==> config.mk <==
export PLATFORM = sky130hd
export DESIGN_NAME = decode_queue
export DESIGN_NICKNAME = d
export VERILOG_FILES = /design/src/rtl/decode_pkg.sv /design/src/rtl/decode_queue_decode_ctrl.sv /design/src/rtl/decode_queue.sv
export SDC_FILE = /design/constraint.sdc
export NUM_CORES = 1
export LEC_CHECK = 0
export ABC_CLOCK_PERIOD_IN_PS = 1900
export BUFFER_PORTS_ARGS = -buffer_cell sky130_fd_sc_hd__buf_2
export CORE_MARGIN = 1
export CORE_UTILIZATION = 55
export CTS_BUF_LIST = sky130_fd_sc_hd__clkbuf_4
export DETAILED_ROUTE_END_ITERATION = 10
export PLACE_DENSITY = 0.86
export SLEW_MARGIN = 20
export SYNTH_ARGS = -nofsm -noshare
export SYNTH_HDL_FRONTEND = slang
export SYNTH_SLANG_ARGS = --single-unit
==> constraint.sdc <==
create_clock -name clk -period 1.9 [get_ports clk]
set_input_delay 0.285 -clock clk [delete_from_list [all_inputs] [get_ports clk]]
set_output_delay 0.285 -clock clk [all_outputs]
set_load 0.05 [all_outputs]
==> src/rtl/decode_pkg.sv <==
// Shared decode definitions: control-word layout, exception codes, MIPS32 opcode fields, queue entry.
// The DECODE_SPECIAL2_MUL_EN build keeps the same CTRL_W; only the decoding of MUL changes.
package decode_pkg;

   localparam int unsigned CTRL_W = 17;
   localparam int unsigned EXC_W  = 5;

   // Control-word bit positions
   localparam int unsigned CTRL_MEMTOREG   = 0;
   localparam int unsigned CTRL_MEMWRITE   = 1;
   localparam int unsigned CTRL_BRANCH     = 2;
   localparam int unsigned CTRL_ALUSRC     = 3;
   localparam int unsigned CTRL_REGDST     = 4;
   localparam int unsigned CTRL_REGWRITE   = 5;
   localparam int unsigned CTRL_JUMP       = 6;
   localparam int unsigned CTRL_REGJUMP    = 7;
   localparam int unsigned CTRL_LINK       = 8;
   localparam int unsigned CTRL_HILOWRITE  = 9;
   localparam int unsigned CTRL_MEMSIGNEXT = 10;
   localparam int unsigned CTRL_MEMSIZE    = 11;  // two bits: 12:11
   localparam int unsigned CTRL_CP0WRITE   = 13;
   localparam int unsigned CTRL_CP0TOREG   = 14;
   localparam int unsigned CTRL_IS_MUL     = 15;
   localparam int unsigned CTRL_RSVD       = 16;  // spare, always 0

   localparam logic [EXC_W-1:0] EXC_NONE = 5'h00;
   localparam logic [EXC_W-1:0] EXC_ADEL = 5'h04;
   localparam logic [EXC_W-1:0] EXC_SYS  = 5'h08;
   localparam logic [EXC_W-1:0] EXC_BP   = 5'h09;
   localparam logic [EXC_W-1:0] EXC_RI   = 5'h0a;

   localparam logic [1:0] MEM_BYTE     = 2'd0;
   localparam logic [1:0] MEM_HALFWORD = 2'd1;
   localparam logic [1:0] MEM_WORD     = 2'd2;

   // Primary opcodes
   localparam logic [5:0] OP_SPECIAL  = 6'h00;
   localparam logic [5:0] OP_REGIMM   = 6'h01;
   localparam logic [5:0] OP_J        = 6'h02;
   localparam logic [5:0] OP_JAL      = 6'h03;
   localparam logic [5:0] OP_BEQ      = 6'h04;
   localparam logic [5:0] OP_BNE      = 6'h05;
   localparam logic [5:0] OP_BLEZ     = 6'h06;
   localparam logic [5:0] OP_BGTZ     = 6'h07;
   localparam logic [5:0] OP_ADDI     = 6'h08;
   localparam logic [5:0] OP_ADDIU    = 6'h09;
   localparam logic [5:0] OP_SLTI     = 6'h0a;
   localparam logic [5:0] OP_SLTIU    = 6'h0b;
   localparam logic [5:0] OP_ANDI     = 6'h0c;
   localparam logic [5:0] OP_ORI      = 6'h0d;
   localparam logic [5:0] OP_XORI     = 6'h0e;
   localparam logic [5:0] OP_LUI      = 6'h0f;
   localparam logic [5:0] OP_COP0     = 6'h10;
   localparam logic [5:0] OP_SPECIAL2 = 6'h1c;
   localparam logic [5:0] OP_LB       = 6'h20;
   localparam logic [5:0] OP_LH       = 6'h21;
   localparam logic [5:0] OP_LW       = 6'h23;
   localparam logic [5:0] OP_LBU      = 6'h24;
   localparam logic [5:0] OP_LHU      = 6'h25;
   localparam logic [5:0] OP_SB       = 6'h28;
   localparam logic [5:0] OP_SH       = 6'h29;
   localparam logic [5:0] OP_SW       = 6'h2b;

   // SPECIAL funct codes
   localparam logic [5:0] F_SLL     = 6'h00;
   localparam logic [5:0] F_SRL     = 6'h02;
   localparam logic [5:0] F_SRA     = 6'h03;
   localparam logic [5:0] F_SLLV    = 6'h04;
   localparam logic [5:0] F_SRLV    = 6'h06;
   localparam logic [5:0] F_SRAV    = 6'h07;
   localparam logic [5:0] F_JR      = 6'h08;
   localparam logic [5:0] F_JALR    = 6'h09;
   localparam logic [5:0] F_SYSCALL = 6'h0c;
   localparam logic [5:0] F_BREAK   = 6'h0d;
   localparam logic [5:0] F_MFHI    = 6'h10;
   localparam logic [5:0] F_MTHI    = 6'h11;
   localparam logic [5:0] F_MFLO    = 6'h12;
   localparam logic [5:0] F_MTLO    = 6'h13;
   localparam logic [5:0] F_MULT    = 6'h18;
   localparam logic [5:0] F_MULTU   = 6'h19;
   localparam logic [5:0] F_DIV     = 6'h1a;
   localparam logic [5:0] F_DIVU    = 6'h1b;
   localparam logic [5:0] F_ADD     = 6'h20;
   localparam logic [5:0] F_ADDU    = 6'h21;
   localparam logic [5:0] F_SUB     = 6'h22;
   localparam logic [5:0] F_SUBU    = 6'h23;
   localparam logic [5:0] F_AND     = 6'h24;
   localparam logic [5:0] F_OR      = 6'h25;
   localparam logic [5:0] F_XOR     = 6'h26;
   localparam logic [5:0] F_NOR     = 6'h27;
   localparam logic [5:0] F_SLT     = 6'h2a;
   localparam logic [5:0] F_SLTU    = 6'h2b;
   localparam logic [5:0] F2_MUL    = 6'h02;

   // COP0 rs and REGIMM rt selectors
   localparam logic [4:0] RS_MF     = 5'h00;
   localparam logic [4:0] RS_MT     = 5'h04;
   localparam logic [4:0] RT_BLTZ   = 5'h00;
   localparam logic [4:0] RT_BGEZ   = 5'h01;
   localparam logic [4:0] RT_BLTZAL = 5'h10;
   localparam logic [4:0] RT_BGEZAL = 5'h11;

   localparam logic [31:0] INSTR_ERET = 32'h4200_0018;

   typedef struct packed {
      logic [31:0]       instr;
      logic [31:0]       pc;
      logic [CTRL_W-1:0] ctrl;
      logic              eret;
      logic [EXC_W-1:0]  excode;
   } entry_t;

endpackage

==> src/rtl/decode_queue_decode_ctrl.sv <==
// Combinational MIPS32 main decoder producing control word, ERET flag and prioritised exception code.
// With DECODE_SPECIAL2_MUL_EN defined, SPECIAL2 MUL is decoded instead of raising RI.
module decode_ctrl
   import decode_pkg::*;
(
   input  logic [31:0]       instr,
   input  logic              adel,
   output logic [CTRL_W-1:0] ctrl_c,
   output logic              eret_c,
   output logic [EXC_W-1:0]  excode_c
);

   logic [5:0]        op;
   logic [4:0]        rs;
   logic [4:0]        rt;
   logic [5:0]        funct;
   logic              is_eret;
   logic              ri;
   logic              sys;
   logic              bp;
   logic [CTRL_W-1:0] raw;
   logic [EXC_W-1:0]  exc;

   assign op      = instr[31:26];
   assign rs      = instr[25:21];
   assign rt      = instr[20:16];
   assign funct   = instr[5:0];
   assign is_eret = (instr == INSTR_ERET);

   // Raw control decode plus illegal/trap classification
   always_comb begin
      raw = '0;
      ri  = 1'b0;
      sys = 1'b0;
      bp  = 1'b0;
      case (op)
         OP_SPECIAL: begin
            case (funct)
               F_SLL, F_SRL, F_SRA, F_SLLV, F_SRLV, F_SRAV,
               F_MFHI, F_MFLO,
               F_ADD, F_ADDU, F_SUB, F_SUBU, F_AND, F_OR, F_XOR, F_NOR,
               F_SLT, F_SLTU: begin
                  raw[CTRL_REGDST]   = 1'b1;
                  raw[CTRL_REGWRITE] = 1'b1;
               end
               F_JR: begin
                  raw[CTRL_JUMP]    = 1'b1;
                  raw[CTRL_REGJUMP] = 1'b1;
               end
               F_JALR: begin
                  raw[CTRL_JUMP]     = 1'b1;
                  raw[CTRL_REGJUMP]  = 1'b1;
                  raw[CTRL_LINK]     = 1'b1;
                  raw[CTRL_REGDST]   = 1'b1;
                  raw[CTRL_REGWRITE] = 1'b1;
               end
               F_MTHI, F_MTLO, F_MULT, F_MULTU, F_DIV, F_DIVU:
                  raw[CTRL_HILOWRITE] = 1'b1;
               F_SYSCALL: sys = 1'b1;
               F_BREAK:   bp  = 1'b1;
               default:   ri  = 1'b1;
            endcase
         end
         OP_REGIMM: begin
            case (rt)
               RT_BLTZ, RT_BGEZ: raw[CTRL_BRANCH] = 1'b1;
               RT_BLTZAL, RT_BGEZAL: begin
                  raw[CTRL_BRANCH]   = 1'b1;
                  raw[CTRL_LINK]     = 1'b1;
                  raw[CTRL_REGWRITE] = 1'b1;
               end
               default: ri = 1'b1;
            endcase
         end
         OP_J: raw[CTRL_JUMP] = 1'b1;
         OP_JAL: begin
            raw[CTRL_JUMP]     = 1'b1;
            raw[CTRL_LINK]     = 1'b1;
            raw[CTRL_REGWRITE] = 1'b1;
         end
         OP_BEQ, OP_BNE, OP_BLEZ, OP_BGTZ: raw[CTRL_BRANCH] = 1'b1;
         OP_ADDI, OP_ADDIU, OP_SLTI, OP_SLTIU,
         OP_ANDI, OP_ORI, OP_XORI, OP_LUI: begin
            raw[CTRL_ALUSRC]   = 1'b1;
            raw[CTRL_REGWRITE] = 1'b1;
         end
         OP_LB, OP_LH, OP_LW, OP_LBU, OP_LHU: begin
            raw[CTRL_MEMTOREG] = 1'b1;
            raw[CTRL_ALUSRC]   = 1'b1;
            raw[CTRL_REGWRITE] = 1'b1;
            raw[CTRL_MEMSIGNEXT] = (op == OP_LB) || (op == OP_LH);
            if (op == OP_LB || op == OP_LBU)
               raw[CTRL_MEMSIZE +: 2] = MEM_BYTE;
            else if (op == OP_LH || op == OP_LHU)
               raw[CTRL_MEMSIZE +: 2] = MEM_HALFWORD;
            else
               raw[CTRL_MEMSIZE +: 2] = MEM_WORD;
         end
         OP_SB, OP_SH, OP_SW: begin
            raw[CTRL_MEMWRITE] = 1'b1;
            raw[CTRL_ALUSRC]   = 1'b1;
            if (op == OP_SB)
               raw[CTRL_MEMSIZE +: 2] = MEM_BYTE;
            else if (op == OP_SH)
               raw[CTRL_MEMSIZE +: 2] = MEM_HALFWORD;
            else
               raw[CTRL_MEMSIZE +: 2] = MEM_WORD;
         end
         OP_COP0: begin
            // ERET carries no control bits; only MFC0/MTC0 and ERET are legal here
            if (!is_eret) begin
               case (rs)
                  RS_MF: begin
                     raw[CTRL_CP0TOREG] = 1'b1;
                     raw[CTRL_REGWRITE] = 1'b1;
                  end
                  RS_MT: begin
                     raw[CTRL_CP0WRITE] = 1'b1;
                     raw[CTRL_REGDST]   = 1'b1;
                  end
                  default: ri = 1'b1;
               endcase
            end
         end
`ifdef DECODE_SPECIAL2_MUL_EN
         OP_SPECIAL2: begin
            if (funct == F2_MUL) begin
               raw[CTRL_REGDST]   = 1'b1;
               raw[CTRL_REGWRITE] = 1'b1;
               raw[CTRL_IS_MUL]   = 1'b1;
            end else begin
               ri = 1'b1;
            end
         end
`else
         OP_SPECIAL2: ri = 1'b1;
`endif
         default: ri = 1'b1;
      endcase
   end

   // Exception priority and suppression of architectural side effects
   always_comb begin
      if (adel)
         exc = EXC_ADEL;
      else if (ri)
         exc = EXC_RI;
      else if (sys)
         exc = EXC_SYS;
      else if (bp)
         exc = EXC_BP;
      else
         exc = EXC_NONE;

      ctrl_c = raw;
      if (exc != EXC_NONE) begin
         ctrl_c[CTRL_REGWRITE]  = 1'b0;
         ctrl_c[CTRL_MEMWRITE]  = 1'b0;
         ctrl_c[CTRL_HILOWRITE] = 1'b0;
         ctrl_c[CTRL_CP0WRITE]  = 1'b0;
         ctrl_c[CTRL_BRANCH]    = 1'b0;
         ctrl_c[CTRL_JUMP]      = 1'b0;
      end
      ctrl_c[CTRL_RSVD] = 1'b0;
      eret_c   = is_eret;
      excode_c = exc;
   end

endmodule

==> src/rtl/decode_queue.sv <==
// Decode-and-buffer stage: decodes each fetched instruction and holds it in a DEPTH-entry circular queue.
// Optional SPECIAL2 MUL decode is enabled by DECODE_SPECIAL2_MUL_EN (see decode_ctrl).
module decode_queue
   import decode_pkg::*;
#(
   parameter  int unsigned DEPTH = 4,
   localparam int unsigned PTR_W = $clog2(DEPTH)
) (
   input  logic              clk,
   input  logic              resetn,
   input  logic              flush,
   input  logic              in_valid,
   output logic              in_ready,
   input  logic [31:0]       in_instr,
   input  logic [31:0]       in_pc,
   input  logic              in_adel,
   output logic              out_valid,
   input  logic              out_ready,
   output logic [31:0]       out_instr,
   output logic [31:0]       out_pc,
   output logic [CTRL_W-1:0] out_ctrl,
   output logic              out_eret,
   output logic [EXC_W-1:0]  out_excode,
   output logic [PTR_W:0]    count
);

   entry_t            mem [DEPTH];
   logic [PTR_W-1:0]  head;
   logic [PTR_W-1:0]  tail;
   logic              push;
   logic              pop;
   logic [CTRL_W-1:0] dec_ctrl;
   logic              dec_eret;
   logic [EXC_W-1:0]  dec_excode;
   entry_t            wr_entry;

   decode_ctrl u_decode_ctrl (
      .instr    (in_instr),
      .adel     (in_adel),
      .ctrl_c   (dec_ctrl),
      .eret_c   (dec_eret),
      .excode_c (dec_excode)
   );

   // Handshake status comes only from the registered count, never from out_ready
   assign in_ready  = (count < (PTR_W+1)'(DEPTH));
   assign out_valid = (count != '0);
   assign push      = in_valid & in_ready & ~flush;
   assign pop       = out_valid & out_ready & ~flush;

   always_comb begin
      wr_entry.instr  = in_instr;
      wr_entry.pc     = in_pc;
      wr_entry.ctrl   = dec_ctrl;
      wr_entry.eret   = dec_eret;
      wr_entry.excode = dec_excode;
   end

   // Pointers, occupancy and storage
   always_ff @(posedge clk or negedge resetn) begin
      if (!resetn) begin
         head  <= '0;
         tail  <= '0;
         count <= '0;
         for (int i = 0; i < int'(DEPTH); i++)
            mem[i] <= '0;
      end else if (flush) begin
         head  <= '0;
         tail  <= '0;
         count <= '0;
      end else begin
         if (push) begin
            mem[tail] <= wr_entry;
            tail      <= tail + PTR_W'(1);
         end
         if (pop)
            head <= head + PTR_W'(1);
         case ({push, pop})
            2'b10:   count <= count + (PTR_W+1)'(1);
            2'b01:   count <= count - (PTR_W+1)'(1);
            default: count <= count;
         endcase
      end
   end

   // Head entry is presented directly from storage; stale when empty
   assign out_instr  = mem[head].instr;
   assign out_pc     = mem[head].pc;
   assign out_ctrl   = mem[head].ctrl;
   assign out_eret   = mem[head].eret;
   assign out_excode = mem[head].excode;

endmodule

==> impl_metrics.py <==
metrics = {
    "clock_network": {
        "htree_num_levels": 3,
        "clk_root_buffer_cell": "sky130_fd_sc_hd__clkbuf_4",
        "clk_pin_slew_worst_paths_ns": 0.07,
        "tritoncts": "done",
        "clock_insertion_delay_worst_skew_ns": 0.78,
        "cts_inserted_buffers": 89,
        "cts_buffer_depth": 3,
        "clock_sinks": 343,
    },
    "power_and_ir_drop": {
        "power.density_cell_area_nw_per_um2": 1660,
        "total_power_w": 0.0341,
        "vdd_ir_drop_max_v": 0.00127,
        "total_leakage_power_nw": 10.3,
    },
    "final_layout": {
        "finalNonFillerCells": 2360,
        "ratio_of_cells_with_drive_above_1_in_the_final_layout_pct": 27.4,
        "utilization_pct": 75.6,
        "num-fill-cells": 1517,
        "area_growth_pct": 34.1,
        "nNetsFinal": 2000,
    },
    "critical_path": {
        "crit_path_max_fo": 6,
        "cp_slowest_stage_delay_ns": 0.54,
        "critical_path_arrival_ns": 2.36,
        "critPathKind": "reg2out",
        "cp.buffers_inverters": 4,
        "critPathLaunchType": "flip-flop",
        "path_delay_family": "buffers and inverters",
        "timing.critical_path.cells": "buf_12 > buf_12 > buf_16 > mux4_2 > buf_8",
        "crit_slowest_cell": "sky130_fd_sc_hd__dfrtp_4",
        "required_ns": 1.62,
        "worstSetupEndpointType": "primary output",
        "timing.critical_path.mode_cell": "sky130_fd_sc_hd__buf_12",
    },
    "floorplanning": {
        "initial_core_util_pct": 56.4,
        "die_height_um": 169,
        "die_area_um2": 28500,
        "boundaryPins": 162,
        "floorplan.core_area_um2": 27100,
        "die_width_um": 169,
        "rows": 60,
    },
    "drt": {
        "antenna_nets_post_route": 0,
        "firstDrtPassIters": 7,
        "route.detailed.vias_per_inst": 6.11,
        "route.detailed.drc": 0,
        "vias": 14400,
        "wirelength_um": 52700,
        "drt-wirelength-per-cell_um": 22.3,
        "dr.first_iter.drc_count": 1763,
    },
    "yosys": {
        "ys_async_sr_fraction_pct": 100,
        "synth-seq-area-share_pct": 56.2,
        "ys_top_cells_by_count": "sky130_fd_sc_hd__nand2_1, sky130_fd_sc_hd__dfrtp_1, sky130_fd_sc_hd__mux4_2",
        "synth_most_common_cell": "sky130_fd_sc_hd__nand2_1",
        "main_combinational_cell_family_by_area_after_synthesis": "simple AND/OR/NAND/NOR gates",
        "yosys.area_share.adder_pct": 0.459,
        "mux_contribution_to_synthesized_area_pct": 12.5,
        "ys_warn_count": 0,
        "mappedNetlistArea_um2": 15300,
        "postSynthCellCount": 1585,
        "share_of_synthesized_cell_area_in_and_or_nand_and_nor_gates_pct": 23.7,
        "synth_xor_area_share_pct": 0.287,
        "synth_compound_area_share_pct": 3.73,
        "ys_ff_latch": 343,
        "synth_top_cell_area_share_pct": 56.2,
        "largest_area_contributor_in_the_synthesized_netlist": "sky130_fd_sc_hd__dfrtp_1",
        "synth_enable_flop_cells": 0,
        "netlist_top_cells_area": "sky130_fd_sc_hd__dfrtp_1, sky130_fd_sc_hd__nand2_1, sky130_fd_sc_hd__mux4_2",
        "synthFlopType": "sky130_fd_sc_hd__dfrtp_1",
        "synthDistinctLibCells": 44,
        "synth_area_per_cell_um2": 9.64,
    },
    "sta": {
        "worst_clock_skew_ns": 0.0842,
        "maxSlewHeadroom_pct": 53.5,
        "final_number_of_hold_violating_endpoints": 0,
        "fin_tns_setup_ns": -55.75,
        "final_period_minus_worst_setup_slack_ns": 2.64,
        "finalSetupViolCount": 85,
        "grt_setup_unrepaired": "true",
        "timing_max_transition_violations_final": 0,
        "worstMarginPinSlew_ns": 0.695,
        "fmax_mhz": 378,
        "min_period_over_period_pct": 139,
        "final.setup.worst_slack_ns": -0.744,
    },
    "grt": {
        "antenna_found_initial": 3,
        "grt_first_pass_wirelength_um": 75300,
        "groute.usage.overall_pct": 34.2,
        "grt_start_max_net_pins": 89,
        "grt_pass1_vias": 14500,
        "grt_remaining_overflow": 0,
    },
    "place": {
        "dp_hpwl_um": 26400,
        "placement.io_buffers": 158,
        "placed_cells": 2095,
        "routability_congestion_estimate_from_global_placement": 0.839,
    },
    "run_status": {
        "violations": "setup timing",
        "run_status": "finished with violations",
    },
    "min_path": {
        "hp-class": "in2reg",
    },
    "run": {
        "cap_viol_max_count": 0,
    },
}
sequential cells by signal, summed over array words and instances (netlist names):
signal  cells
count       3
mem       336
head        2
tail        2
per-stage QoR:
stage          worst slack [ns]  area, um2  hold WS (ns)
2_1_floorplan            -0.113      15300       -0.0106
3_3_place_gp             -0.257      17200         0.125
4_1_cts                  -0.742      19800       0.00905
3_5_place_dp             -0.311      17200         0.125
5_1_grt                  -0.810      20500      -0.00101
6_report                 -0.744      20500        0.0340
worst register-to-register path, delay by kind of cell (launching register included):
kind | cells | cell delay [ns]
simple gates | 4 | 0.56
flops | 1 | 0.41
fa+ha+maj | 1 | 0.37
compound gates | 1 | 0.26
buf+inv | 1 | 0.13
power breakdown:
| part | total, W | switching, W | internal [W] |
|---|---|---|---|
| sequential | 0.0116 | 0.00168 | 0.00996 |
| combinational | 0.0160 | 0.00942 | 0.00654 |
| clock | 0.00645 | 0.00314 | 0.00331 |
| total | 0.0341 | 0.0142 | 0.0198 |
cell type report:
type,count,area (um2),share of cell area [%]
repair buffers,354,3870,18.9
diodes,4,10.0,0.0488
inverters,6,22.5,0.110
well taps,372,465,2.27
flip-flops and latches,343,8590,41.9
clock inverters,18,120,0.586
multi-input cells,1131,6420,31.3
clock buffers,132,991,4.83
cell families after synthesis:
group,Yosys count
xor gates and xnor gates,5
muxes,86
and+or+nand+nor,925
adders and majority gates,5
DFF,343
buffers and inverters,113
AOI/OAI and AO/OA,107
other,1
routing by layer:
layer | track usage, % | wire, um
met1 | 41.4 | 17600
met2 | 56.4 | 25000
met3 | 8.00 | 6460
met4 | 20.3 | 3660
met5 | 0 | 13
layout by cell type (no fill, tap or decap), types with 17 or more instances in the layout:
cell / synthesis / routed
sky130_fd_sc_hd__dfrtp_1: 343 / 338
sky130_fd_sc_hd__o21ai_0: 81 / 73
sky130_fd_sc_hd__nand2_1: 859 / 854
sky130_fd_sc_hd__dlygate4sd3_1: 0 / 68
sky130_fd_sc_hd__buf_6: 0 / 84
sky130_fd_sc_hd__clkbuf_4: 0 / 132
sky130_fd_sc_hd__mux4_2: 84 / 84
sky130_fd_sc_hd__nor2_1: 21 / 21
sky130_fd_sc_hd__buf_2: 26 / 67
sky130_fd_sc_hd__buf_12: 0 / 25
sky130_fd_sc_hd__clkbuf_16: 0 / 17
sky130_fd_sc_hd__buf_4: 4 / 70
final timing paths:
path / startpoint / depth (start not counted) / slack [ns] / endpoint
worst max-delay path: head[0]$_DFFE_PN0P_ / 5 / -0.74 / out_pc[1]
worst min-delay path: in_instr[29] / 4 / 0.03 / mem[258]$_DFFE_PN0P_
worst max register to register: count[2]$_DFFE_PN0P_ / 7 / 0.05 / count[2]$_DFFE_PN0P_
worst min register to register: mem[117]$_DFFE_PN0P_ / 2 / 0.47 / mem[117]$_DFFE_PN0P_
max in group asynchronous: resetn / 3 / 0.66 / mem[57]$_DFFE_PN0P_
min in group asynchronous: resetn / 3 / 0.09 / mem[146]$_DFFE_PN0P_
what timing repair did:
item	4_1_cts	5_1_grt
gates resized for setup	182	54
cloned	5	19
hold endpoints to repair	600	5
endpoints found under the setup margin	86	332
hold buffers	66	7
pin swaps	1	16
buffers inserted	10	11
(Power assumes the default switching activity.)
